### config.mk
export PLATFORM = sky130hd
export DESIGN_NAME = block_fetch
export DESIGN_NICKNAME = d
export VERILOG_FILES = /design/src/rtl/block_fetch.sv
export SDC_FILE = /design/constraint.sdc
export NUM_CORES = 1
export LEC_CHECK = 0
export CAP_MARGIN = 10
export CORE_UTILIZATION = 33
export DETAILED_ROUTE_END_ITERATION = 12
export PLACE_DENSITY = 0.61
export SYNTH_ARGS = -nofsm -noshare
export SYNTH_HDL_FRONTEND = slang
export SYNTH_SLANG_ARGS = --single-unit
### constraint.sdc
create_clock -name clk -period 6.1 [get_ports clk]
set_input_delay 1.22 -clock clk [delete_from_list [all_inputs] [get_ports clk]]
set_output_delay 1.22 -clock clk [all_outputs]
set_load 0.01 [all_outputs]
### src/rtl/block_fetch.sv
// Purpose : fetch a J x K tile of a row-major matrix through one synchronous-read memory port, zero-padding outside the matrix.
// Latency : start accepted in cycle 0 -> block_valid in cycle J*K+RD_LAT+1; one read slot per cycle.
// Backpr. : tile held in HOLD until block_valid && block_ready; start ignored while busy (no queueing).
//
// Ports:
//   clk, rst_n                    clock (rising edge), asynchronous active-low reset
//   start + request fields        base_addr, start_row, start_col, num_rows, num_cols, transpose
//   mem_rd_en/addr/data           single read port, data returns RD_LAT cycles after mem_rd_en
//   block, block_valid, block_ready
//                                 flat tile output (element n at [n*DATA_W +: DATA_W]) and its handshake
//   busy                          fetch in progress or tile not yet accepted
module block_fetch #(
   parameter int DATA_W = 16,
   parameter int J      = 2,
   parameter int K      = 2,
   parameter int ADDR_W = 10,
   parameter int RD_LAT = 1
) (
   input  logic                    clk,
   input  logic                    rst_n,
   input  logic                    start,
   input  logic [ADDR_W-1:0]       base_addr,
   input  logic [ADDR_W-1:0]       start_row,
   input  logic [ADDR_W-1:0]       start_col,
   input  logic [ADDR_W-1:0]       num_rows,
   input  logic [ADDR_W-1:0]       num_cols,
   input  logic                    transpose,
   output logic                    mem_rd_en,
   output logic [ADDR_W-1:0]       mem_rd_addr,
   input  logic [DATA_W-1:0]       mem_rd_data,
   output logic [J*K*DATA_W-1:0]   block,
   output logic                    block_valid,
   input  logic                    block_ready,
   output logic                    busy
);

   localparam int N  = J * K;
   localparam int DW = (N > 1)      ? $clog2(N)      : 1;
   localparam int IW = (J > 1)      ? $clog2(J)      : 1;
   localparam int JW = (K > 1)      ? $clog2(K)      : 1;
   localparam int LW = (RD_LAT > 1) ? $clog2(RD_LAT) : 1;

   localparam logic [IW-1:0] I_LAST = IW'(J - 1);
   localparam logic [JW-1:0] J_LAST = JW'(K - 1);
   localparam logic [LW-1:0] L_LAST = LW'(RD_LAT - 1);

   typedef enum logic [1:0] {IDLE, ISSUE, DRAIN, HOLD} state_t;

   typedef struct packed {
      logic [ADDR_W-1:0] base;
      logic [ADDR_W-1:0] row;
      logic [ADDR_W-1:0] col;
      logic [ADDR_W-1:0] nrows;
      logic [ADDR_W-1:0] ncols;
      logic              tr;
   } req_t;

   state_t                    state_q, state_d;
   req_t                      req_q, req_d;
   logic [IW-1:0]             i_q, i_d;
   logic [JW-1:0]             j_q, j_d;
   logic [LW-1:0]             lat_q, lat_d;
   logic [N*DATA_W-1:0]       block_q, block_d;

   // Read-return pipeline: one stage per cycle of memory latency, carrying
   // the tile slot the returning word belongs to.
   logic [RD_LAT-1:0]         pipe_vld_q, pipe_vld_d;
   logic [RD_LAT-1:0]         pipe_oob_q, pipe_oob_d;
   logic [RD_LAT-1:0][DW-1:0] pipe_dest_q, pipe_dest_d;

   // Current issue slot decode
   logic                      accept;
   logic                      issuing;
   logic                      last_slot;
   logic [ADDR_W:0]           row_sum;
   logic [ADDR_W:0]           col_sum;
   logic                      in_bounds;
   logic [ADDR_W-1:0]         slot_addr;
   logic [DW-1:0]             slot_dest;

   always_comb begin
      accept    = (state_q == IDLE) && start;
      issuing   = (state_q == ISSUE);
      last_slot = (i_q == I_LAST) && (j_q == J_LAST);
      // One extra bit so a tile hanging off the top of the address range is
      // seen as out of bounds rather than wrapping back into the matrix.
      row_sum   = {1'b0, req_q.row} + (ADDR_W+1)'(i_q);
      col_sum   = {1'b0, req_q.col} + (ADDR_W+1)'(j_q);
      in_bounds = (row_sum < {1'b0, req_q.nrows}) && (col_sum < {1'b0, req_q.ncols});
      // Address arithmetic is deliberately modulo 2^ADDR_W.
      slot_addr = req_q.base + row_sum[ADDR_W-1:0] * req_q.ncols + col_sum[ADDR_W-1:0];
      slot_dest = req_q.tr ? DW'(int'(j_q) * J + int'(i_q))
                           : DW'(int'(i_q) * K + int'(j_q));
   end

   // FSM: state register
   always_ff @(posedge clk or negedge rst_n) begin
      if (!rst_n) begin
         state_q <= IDLE;
      end else begin
         state_q <= state_d;
      end
   end

   // FSM: next state
   always_comb begin
      state_d = state_q;
      unique case (state_q)
         IDLE:  if (start)            state_d = ISSUE;
         ISSUE: if (last_slot)        state_d = DRAIN;
         DRAIN: if (lat_q == L_LAST)  state_d = HOLD;
         HOLD:  if (block_ready)      state_d = IDLE;
         default:                     state_d = IDLE;
      endcase
   end

   // FSM: outputs
   always_comb begin
      mem_rd_en   = issuing && in_bounds;
      mem_rd_addr = (issuing && in_bounds) ? slot_addr : '0;
      block_valid = (state_q == HOLD);
      busy        = (state_q != IDLE);
      block       = block_q;
   end

   // Datapath next-state
   always_comb begin
      req_d       = req_q;
      i_d         = i_q;
      j_d         = j_q;
      lat_d       = lat_q;
      block_d     = block_q;
      pipe_vld_d  = pipe_vld_q;
      pipe_oob_d  = pipe_oob_q;
      pipe_dest_d = pipe_dest_q;

      if (accept) begin
         req_d   = '{base:  base_addr, row:   start_row, col: start_col,
                     nrows: num_rows,  ncols: num_cols,  tr:  transpose};
         i_d     = '0;
         j_d     = '0;
         lat_d   = '0;
         block_d = '0;
      end

      if (issuing) begin
         if (j_q == J_LAST) begin
            j_d = '0;
            i_d = i_q + 1'b1;
         end else begin
            j_d = j_q + 1'b1;
         end
      end

      if (state_q == DRAIN) begin
         lat_d = lat_q + 1'b1;
      end

      // Out-of-bounds slots travel down the pipe too so every slot retires
      // in the same cycle it would have, keeping the drain length fixed.
      pipe_vld_d[0]  = issuing;
      pipe_oob_d[0]  = !in_bounds;
      pipe_dest_d[0] = slot_dest;
      for (int k = 1; k < RD_LAT; k++) begin
         pipe_vld_d[k]  = pipe_vld_q[k-1];
         pipe_oob_d[k]  = pipe_oob_q[k-1];
         pipe_dest_d[k] = pipe_dest_q[k-1];
      end

      if (pipe_vld_q[RD_LAT-1]) begin
         for (int n = 0; n < N; n++) begin
            if (pipe_dest_q[RD_LAT-1] == DW'(n)) begin
               block_d[n*DATA_W +: DATA_W] = pipe_oob_q[RD_LAT-1] ? '0 : mem_rd_data;
            end
         end
      end
   end

   // Datapath registers; reset also discards any reads still in flight.
   always_ff @(posedge clk or negedge rst_n) begin
      if (!rst_n) begin
         req_q       <= '0;
         i_q         <= '0;
         j_q         <= '0;
         lat_q       <= '0;
         block_q     <= '0;
         pipe_vld_q  <= '0;
         pipe_oob_q  <= '0;
         pipe_dest_q <= '0;
      end else begin
         req_q       <= req_d;
         i_q         <= i_d;
         j_q         <= j_d;
         lat_q       <= lat_d;
         block_q     <= block_d;
         pipe_vld_q  <= pipe_vld_d;
         pipe_oob_q  <= pipe_oob_d;
         pipe_dest_q <= pipe_dest_d;
      end
   end

endmodule
== Word-level counts from Yosys, hierarchy flattened ==
Cells that the tools add are included.
Word-level totals
  logic and storage cells: 68
  input port bits: 71
  bits in registers: 124
Operators by class
  $mul: 1
  $lt $le $gt $ge: 2
  mux-type cells: 21
  $add $sub $neg: 9
  reductions and logical operators: 11
  eq/ne operators: 10
Operators with widths (number)
  2-to-1 mux 64 bit: 2
  2-to-1 mux 16 bit: 5
  adder 10 x 1 -> 11 bit: 2
  < comparator 11 x 10 -> 1 bit: 2
  adder 10 bit: 2
  multiplier 10 x 10 -> 10 bit: 1
  2-to-1 mux 10 bit: 1
  2-to-1 mux 2 bit: 5
  equality test 2 bit, second input constant: 4
  one-hot mux 2 bit (4 select lines): 1
  2-to-1 mux 1 bit: 7
  nonzero test 2 bit: 3
  adder 2 x 1 -> 2 bit: 2
  equality test 2 x 1 -> 1 bit, second input constant: 2
  logical AND 1 bit: 4
  zero test 2 bit: 2
  != test 2 x 1 -> 1 bit, second input constant: 2
  != test 2 bit, second input constant: 2
  AND reduction 4 bit: 1
  adder 1 bit, second input constant: 3
  zero test 1 bit: 1

== Logic depth before layout (Yosys ltp) ==
Gate-level depths: netlist of run 1.
  word-level depth: 5
  gate-level depth with buffers: 22
  gate-level depth less buffers: 22

== Worst setup path before layout of run 1 ==
Ideal clock, no wire load.
  path type: flip-flop to output port
  start point: register i_q
  end point: output mem_rd_addr[9]
  path buffers: 0
  required time: 4.880 ns
  path slack: -0.655 ns
  arrival: 5.535 ns
  stages on the path, launching flop included: 21
  path through: dfrtp_1 ha_1 ha_1 inv_1 or3_4 nand2_1 nand2_1 fa_1 fa_1 inv_1 fa_1 fa_1 inv_1 fa_1 xnor2_1 xnor2_1 xnor2_1 xnor3_1 xor3_1 xnor3_1 nor2_1
Between the ends
  cells in the longest elaborated chain, start to end: 5
  elaborated cells between the ends (all ways): 8
  those cells by class: add/sub (3); mul (1); order compare (1); mux (1); reduce/logical (2)
RTL lines
  from (decl): line 60  | logic [IW-1:0] i_q, i_d;
  from (signal assigned): line 192  | i_q <= i_d;
  adder 10 x 1 -> 11 bit (*): line 87  | row_sum = {1'b0, req_q.row} + (ADDR_W+1)'(i_q);
  multiplier 10 x 10 -> 10 bit / < comparator 11 x 10 -> 1 bit (equally long branches): line 91, 89
  adder 10 bit / logical AND 1 bit (equally long branches): line 91, 89
  adder 10 bit / logical AND 1 bit (equally long branches): line 91, 120
  2-to-1 mux 10 bit (*): line 120  | mem_rd_addr = (issuing && in_bounds) ? slot_addr : '0;
  to (decl): line 29  | output logic [ADDR_W-1:0] mem_rd_addr,
Mark *: on every way between the ends. The rest lies on a longest branch, timed or not.

== Final worst setup path of run 1 ==
Same ends and word-level chain as after synthesis.

==> impl_metrics.ini, run 1 <==
[finish]
post-route-cell-area_um2 = 10500
n_fill_cell = 2051
nets = 1067
diodes = 0
layout.cells.non_filler = 1198
drive_gt1_share_pct = 22.8
syn_to_final_growth_pct = 40.7

[detailed_routing]
drtPass1Iterations = 10
totalWireLength_mm = 20.5
vias = 5564
drc_errors = 3
drt-initial-drc-count = 179
post_drt_via_cell_ratio = 4.64
ant_nets = 0
post_drt_wl_per_cell_um = 17.1

[global_routing]
grt.total_usage_pct = 18.5
antenna_found_initial = 0
grt_pass1_wl_mm = 32.8
grt_overflow = 0
grt_pass1_vias = 5927
grt_max_degree = 64

[sta]
worst_pin_slew_ns = 1.08
hold_viol_final = 0
setup_violations = 2
period_share_pct = 111
tns_ns = -0.833
fin_hold_ws_ns = 0.487
setup_ws_ns = -0.682
fin_worst_skew_ns = 0.0134
relSlewSlack_pct = 27.5
max_freq_mhz = 147
report.final.slew_viol_count = 0
rsz0062_at_grt = true
fin_crit_ns = 6.78

[synthesis]
synth.avg_cell_area_um2 = 10.6
synthArstFlopShare_pct = 100
yosys.cell_types.count = 43
ys.flop_type = dfrtp_1
synth_fp_nets = 866
ys_seq_elements = 124
syn_area_um2 = 7480
yosysTopAreaCell = dfrtp_1
ys_top_cells_by_area = dfrtp_1, fa_1, ha_1
synth_edf_count = 0
synth-seq-area-share_pct = 41.5
synth_cells = 704
yosysWarnings = 0
yosys-top-cells-count = dfrtp_1, inv_1, o21ai_0
yosysMostFrequentCell = dfrtp_1
synth_top_area_share_pct = 41.5

[clock_tree]
holdBufCountCts = 0
clockRootBuffer = clkbuf_16
clock-sinks = 124
htree_levels = 4
cts_buffer_depth = 2
cts_buffers = 17
path_clk_slew_ns = 0.06
cts_tree = built
clk_latency_ns = 0.42

[die]
dieArea_um2 = 23300
initial_utilization_pct = 33.9
pin_count = 148
core_um2 = 22000
die_w_um = 153
die_y_um = 153
rows = 54

[placement]
dp_hpwl_mm = 15.5
port_buffers = 147
dpl_cell_area_um2 = 9820
dp.cells = 1163
gp_congestion = 0.863

[worst_setup_path]
critPathRequiredTime_ns = 4.88
reg2reg_to = pipe_oob_q
r2r-start = req_q[21]
path_class = register to primary output
rrSetupSlack_ns = 2.81
rr_worst_depth = 13
crit_fanout = 4
cp-end-kind = primary output
critPathLaunchType = register
arrival_ns = 5.56

[worst_hold_path]
hold_path_class = register to register
min_to = lat_q
hold_path_depth = 1
min-delay-start = lat_q

[outcome]
status = finished, violations left
violations = design-rule violations, negative setup slack

[run]
maxCapViolCount = 0
==> cell usage in the layout (no fill, tap or decap), types with 3 or more instances in the layout <==
| cell type | instances |
|---|---|
| clkdlybuf4s50_1 | 140 |
| dfrtp_1 | 123 |
| o21ai_0 | 70 |
| nand3_1 | 68 |
| inv_1 | 68 |
| buf_4 | 63 |
| mux2_2 | 53 |
| ha_1 | 43 |
| nand2_1 | 41 |
| fa_1 | 34 |
| xnor2_1 | 21 |
| and2_1 | 20 |
| nand2b_1 | 18 |
| clkbuf_16 | 17 |
| inv_2 | 9 |
| nor2_1 | 9 |
| and3_1 | 7 |
| ha_4 | 7 |
| nand4_1 | 6 |
| a21oi_1 | 5 |
| nand2_2 | 5 |
| fa_2 | 5 |
| xor2_1 | 4 |
| a21oi_2 | 4 |
| xnor2_2 | 4 |
| buf_2 | 4 |
| nand2_4 | 3 |
| a21o_1 | 3 |
| xnor3_1 | 3 |
| clkinv_4 | 3 |
| inv_6 | 3 |
| bufinv_16 | 3 |
| buf_6 | 3 |
==> worst max-delay path, cell delays in order (launching register included) <==
cell	delay (ns)
dfrtp_1	0.39
ha_4	0.18
ha_4	0.18
inv_2	0.04
or3_4	0.34
nand2_4	0.08
nand2_2	0.05
fa_1	0.45
fa_1	0.51
inv_2	0.04
fa_1	0.47
fa_1	0.51
inv_2	0.04
fa_2	0.34
xnor2_2	0.15
xnor2_1	0.21
xnor2_1	0.15
xnor3_1	0.26
xor3_1	0.22
xnor3_1	0.25
nor2_2	0.13
buf_2	0.15
==> flip-flops by register name, summed over array words and instances (netlist names) <==
name	cells
i_q	1
lat_q	1
req_q	51
pipe_vld_q	1
pipe_oob_q	1
pipe_dest_q	2
j_q	1
block	64
state_q	2
==> per-layer routing <==
metal	share of wire [%]	global-route usage, %
met1	42	21.6
met2	50	32.1
met3	7.0	6.80
met4	1.2	4.62
met5	0	0
==> cell families after synthesis <==
family | after synthesis | share of synthesized area [%]
AOI/OAI and AO/OA | 98 | 7.33
buffers and inverters | 107 | 5.37
adders and majority gates | 91 | 19.1
and+or+nand+nor | 193 | 13.2
xor gates and xnor gates | 36 | 5.17
DFF | 124 | 41.5
muxes | 55 | 8.25
==> worst max-delay path by stage <==
stage	start	end	slack, ns	depth (start not counted)
6_report	i_q	mem_rd_addr[9]	-0.68	21
5_1_grt	i_q	mem_rd_addr[9]	-0.86	21
4_1_cts	i_q	mem_rd_addr[9]	-0.69	21
3_5_place_dp	i_q	mem_rd_addr[9]	-0.62	21
3_3_place_gp	i_q	mem_rd_addr[9]	-0.53	22
2_1_floorplan	i_q	mem_rd_addr[9]	-0.01	19
==> metrics by stage <==
stage / util, % / setup WS [ns]
3_5_place_dp: 44.6 / -0.615
6_report: 47.8 / -0.682
4_1_cts: 47.6 / -0.688
3_3_place_gp: 44.6 / -0.533
2_1_floorplan: - / -0.0142
5_1_grt: 47.8 / -0.864
==> area by class of cell <==
class | instances | area, um2 | share of cell area [%]
multi-input cells | 473 | 4210 | 40.0
flip-flops and latches | 124 | 3100 | 29.5
repair buffers | 212 | 1940 | 18.5
clock buffers | 18 | 439 | 4.17
well taps | 280 | 350 | 3.33
inverters | 77 | 289 | 2.75
clock inverters | 14 | 185 | 1.76
==> timing repair <==
| action | CTS | global route |
|---|---|---|
| pin swaps | 12 | 7 |
| setup endpoints to repair | 6 | 4 |
| gates resized for setup | 30 | 14 |
| setup buffers | 1 | 3 |
Power of run 1 is left out: the tool's default activity adds up to more than one toggle a clock period on the data nets, which glitch-free logic cannot reach.
==> run 2: changes to the inputs <==
Settings changed: CELL_PAD_IN_SITES_DETAIL_PLACEMENT from default to 2, CELL_PAD_IN_SITES_GLOBAL_PLACEMENT from default to 2, PLACE_DENSITY 0.61 to default, PLACE_DENSITY_LB_ADDON from default to 0.1.
Clock period 6.1 ns to 8.7 ns, I/O delays scaled along.
==> impl_metrics.ini, run 2 (synthesis gave the netlist of run 1 again) <==
[finish]
drive_gt1_share_pct = 12.8
layout_commonest_cell = clkdlybuf4s50_1
syn_to_final_growth_pct = 32.0
multi_input_area_um2 = 4030
regArea_um2 = 3100
final_cell_mix = clkdlybuf4s50_1, dfrtp_1, inv_1
largest_reg_flops = 64
n_fill_cell = 2296
post-route-cell-area_um2 = 9870
nets = 1010

[detailed_routing]
drt-initial-drc-count = 145
drc_errors = 2
drtPass1Iterations = 11
ant_nets = 0
post_drt_via_cell_ratio = 5.00
post_drt_wl_per_cell_um = 20.7
totalWireLength_mm = 23.6
vias = 5716

[placement]
dpl_cell_area_um2 = 9230
dp_hpwl_mm = 17.6
gp_congestion = 0.823
post-place-ws_ns = 0.222
port_buffers = 147

[die]
core_um2 = 22000
rows = 54
die_w_um = 153
pin_count = 148
die_y_um = 153
dieArea_um2 = 23300
initial_utilization_pct = 33.9

[global_routing]
antenna_found_initial = 2
grt_pass1_vias = 6787
grt_pass1_wl_mm = 38.5
grt_max_degree = 77
grt_overflow = 0
grt.total_usage_pct = 21.7

[clock_tree]
clockRootBuffer = clkbuf_16
htree_levels = 4
holdBufCountCts = 0
clock-sinks = 124
cts_buffers = 17
clk_latency_ns = 0.43
path_clk_slew_ns = 0.06
cts_buffer_depth = 2
cts_tree = built

[sta]
max_freq_mhz = 120
relSlewSlack_pct = 23.2
setup_ws_ns = 0.336
hold_viol_final = 0
report.final.slew_viol_count = 0
rsz0062_at_grt = false
fin_hold_ws_ns = 0.501
worst_pin_slew_ns = 1.15
fin_worst_skew_ns = 0.0158
period_share_pct = 96.1
fin_crit_ns = 8.36
tns_ns = 0
setup_violations = 0

[outcome]
status = finished, violations left
violations = design-rule violations

[worst_setup_path]
path_cells = ha_2 -> ha_4 -> nand3_1 -> xnor2_4 -> buf_4 -> nand2_1 -> fa_1 -> inv_1 -> fa_1 -> ha_1 -> fa_1 -> inv_1 -> fa_1 -> inv_1 -> ha_1 -> inv_1 -> o21bai_1 -> a21oi_1 -> xor3_1 -> xnor3_1 -> nor2_1 -> clkdlybuf4s50_1
arrival_ns = 6.62
crit_fanout = 6
path_class = register to primary output
critPathRequiredTime_ns = 6.96
crit_path_max_incr_delay_ns = 0.56
cp_slowest_cell = fa_1
rrSetupSlack_ns = 5.30
cp-end-kind = primary output
rr_worst_depth = 12
reg2reg_to = pipe_oob_q
r2r-start = i_q
critPathLaunchType = register

[worst_hold_path]
hold_path_depth = 1
hold_path_class = register to register
min-delay-start = lat_q
min_to = lat_q

[run]
maxCapViolCount = 0
## run 2: cell types whose count changed in the layout (fill, tap and decap cells not counted), moves of 4 or more
| cell | before | now |
|---|---|---|
| inv_1 | 68 | 77 |
| buf_2 | 4 | 0 |
| ha_1 | 43 | 50 |
| fa_1 | 34 | 39 |
| fa_2 | 5 | 0 |
| buf_4 | 63 | 8 |
| inv_2 | 9 | 0 |
| nand2_1 | 41 | 46 |
| ha_4 | 7 | 1 |
| clkdlybuf4s50_1 | 140 | 146 |
| xnor2_1 | 21 | 25 |
## run 2: worst max path at each step
stage	from	to	slack, ns
finish	i_q	mem_rd_addr[9]	0.34
global route	i_q	mem_rd_addr[9]	0.02
CTS	i_q	mem_rd_addr[9]	0.007
detailed placement	i_q	mem_rd_addr[9]	0.22
global placement	i_q	mem_rd_addr[9]	0.54
floorplan	i_q	mem_rd_addr[9]	1.42
## run 2: final cells by class
| type | instances | area share, % |
|---|---|---|
| repair buffers | 155 | 15.6 |
| flip-flops and latches | 124 | 31.4 |
| clock buffers | 18 | 4.35 |
| clock inverters | 14 | 1.27 |
| inverters | 77 | 2.93 |
| well taps | 280 | 3.55 |
| multi-input cells | 473 | 40.8 |
| diodes | 2 | 0.0507 |
## run 2: routing by layer
layer | share of wire (%) | global-route usage [%] | vias to the layer above | wire (um)
met5 | 0 | 0 | - | 0
met4 | 1.3 | 5.15 | 0 | 298
met3 | 6.8 | 7.76 | 22 | 1610
met2 | 56 | 41.4 | 107 | 13100
met1 | 36 | 22.4 | 2942 | 8580
li1 | - | - | 2645 | -
## run 2: critical path: cells and delay by family (launching register included)
| kind | cells | cell delay (ns) |
|---|---|---|
| fa+ha+maj | 8 | 3.15 |
| buf+inv | 6 | 0.99 |
| xor+xnor | 3 | 0.96 |
| flops | 1 | 0.41 |
| simple gates | 3 | 0.36 |
| compound gates | 2 | 0.33 |
## run 2: repair_timing
action,in CTS,in global routing
hold endpoints to repair,0,0
setup buffers,0,2
pin swaps,0,2
gates cloned,0,0
gates resized for setup,4,6
setup endpoints to repair,1,1
## run 2: through the flow
stage / utilization, % / instances
after floorplan: - / 704
after global placement: 41.9 / 1106
after detailed placement: 41.9 / 1106
after CTS: 44.6 / 1138
after global routing: 44.8 / 1141
final: 44.8 / 1143
Power of run 2 is left out for the same reason.
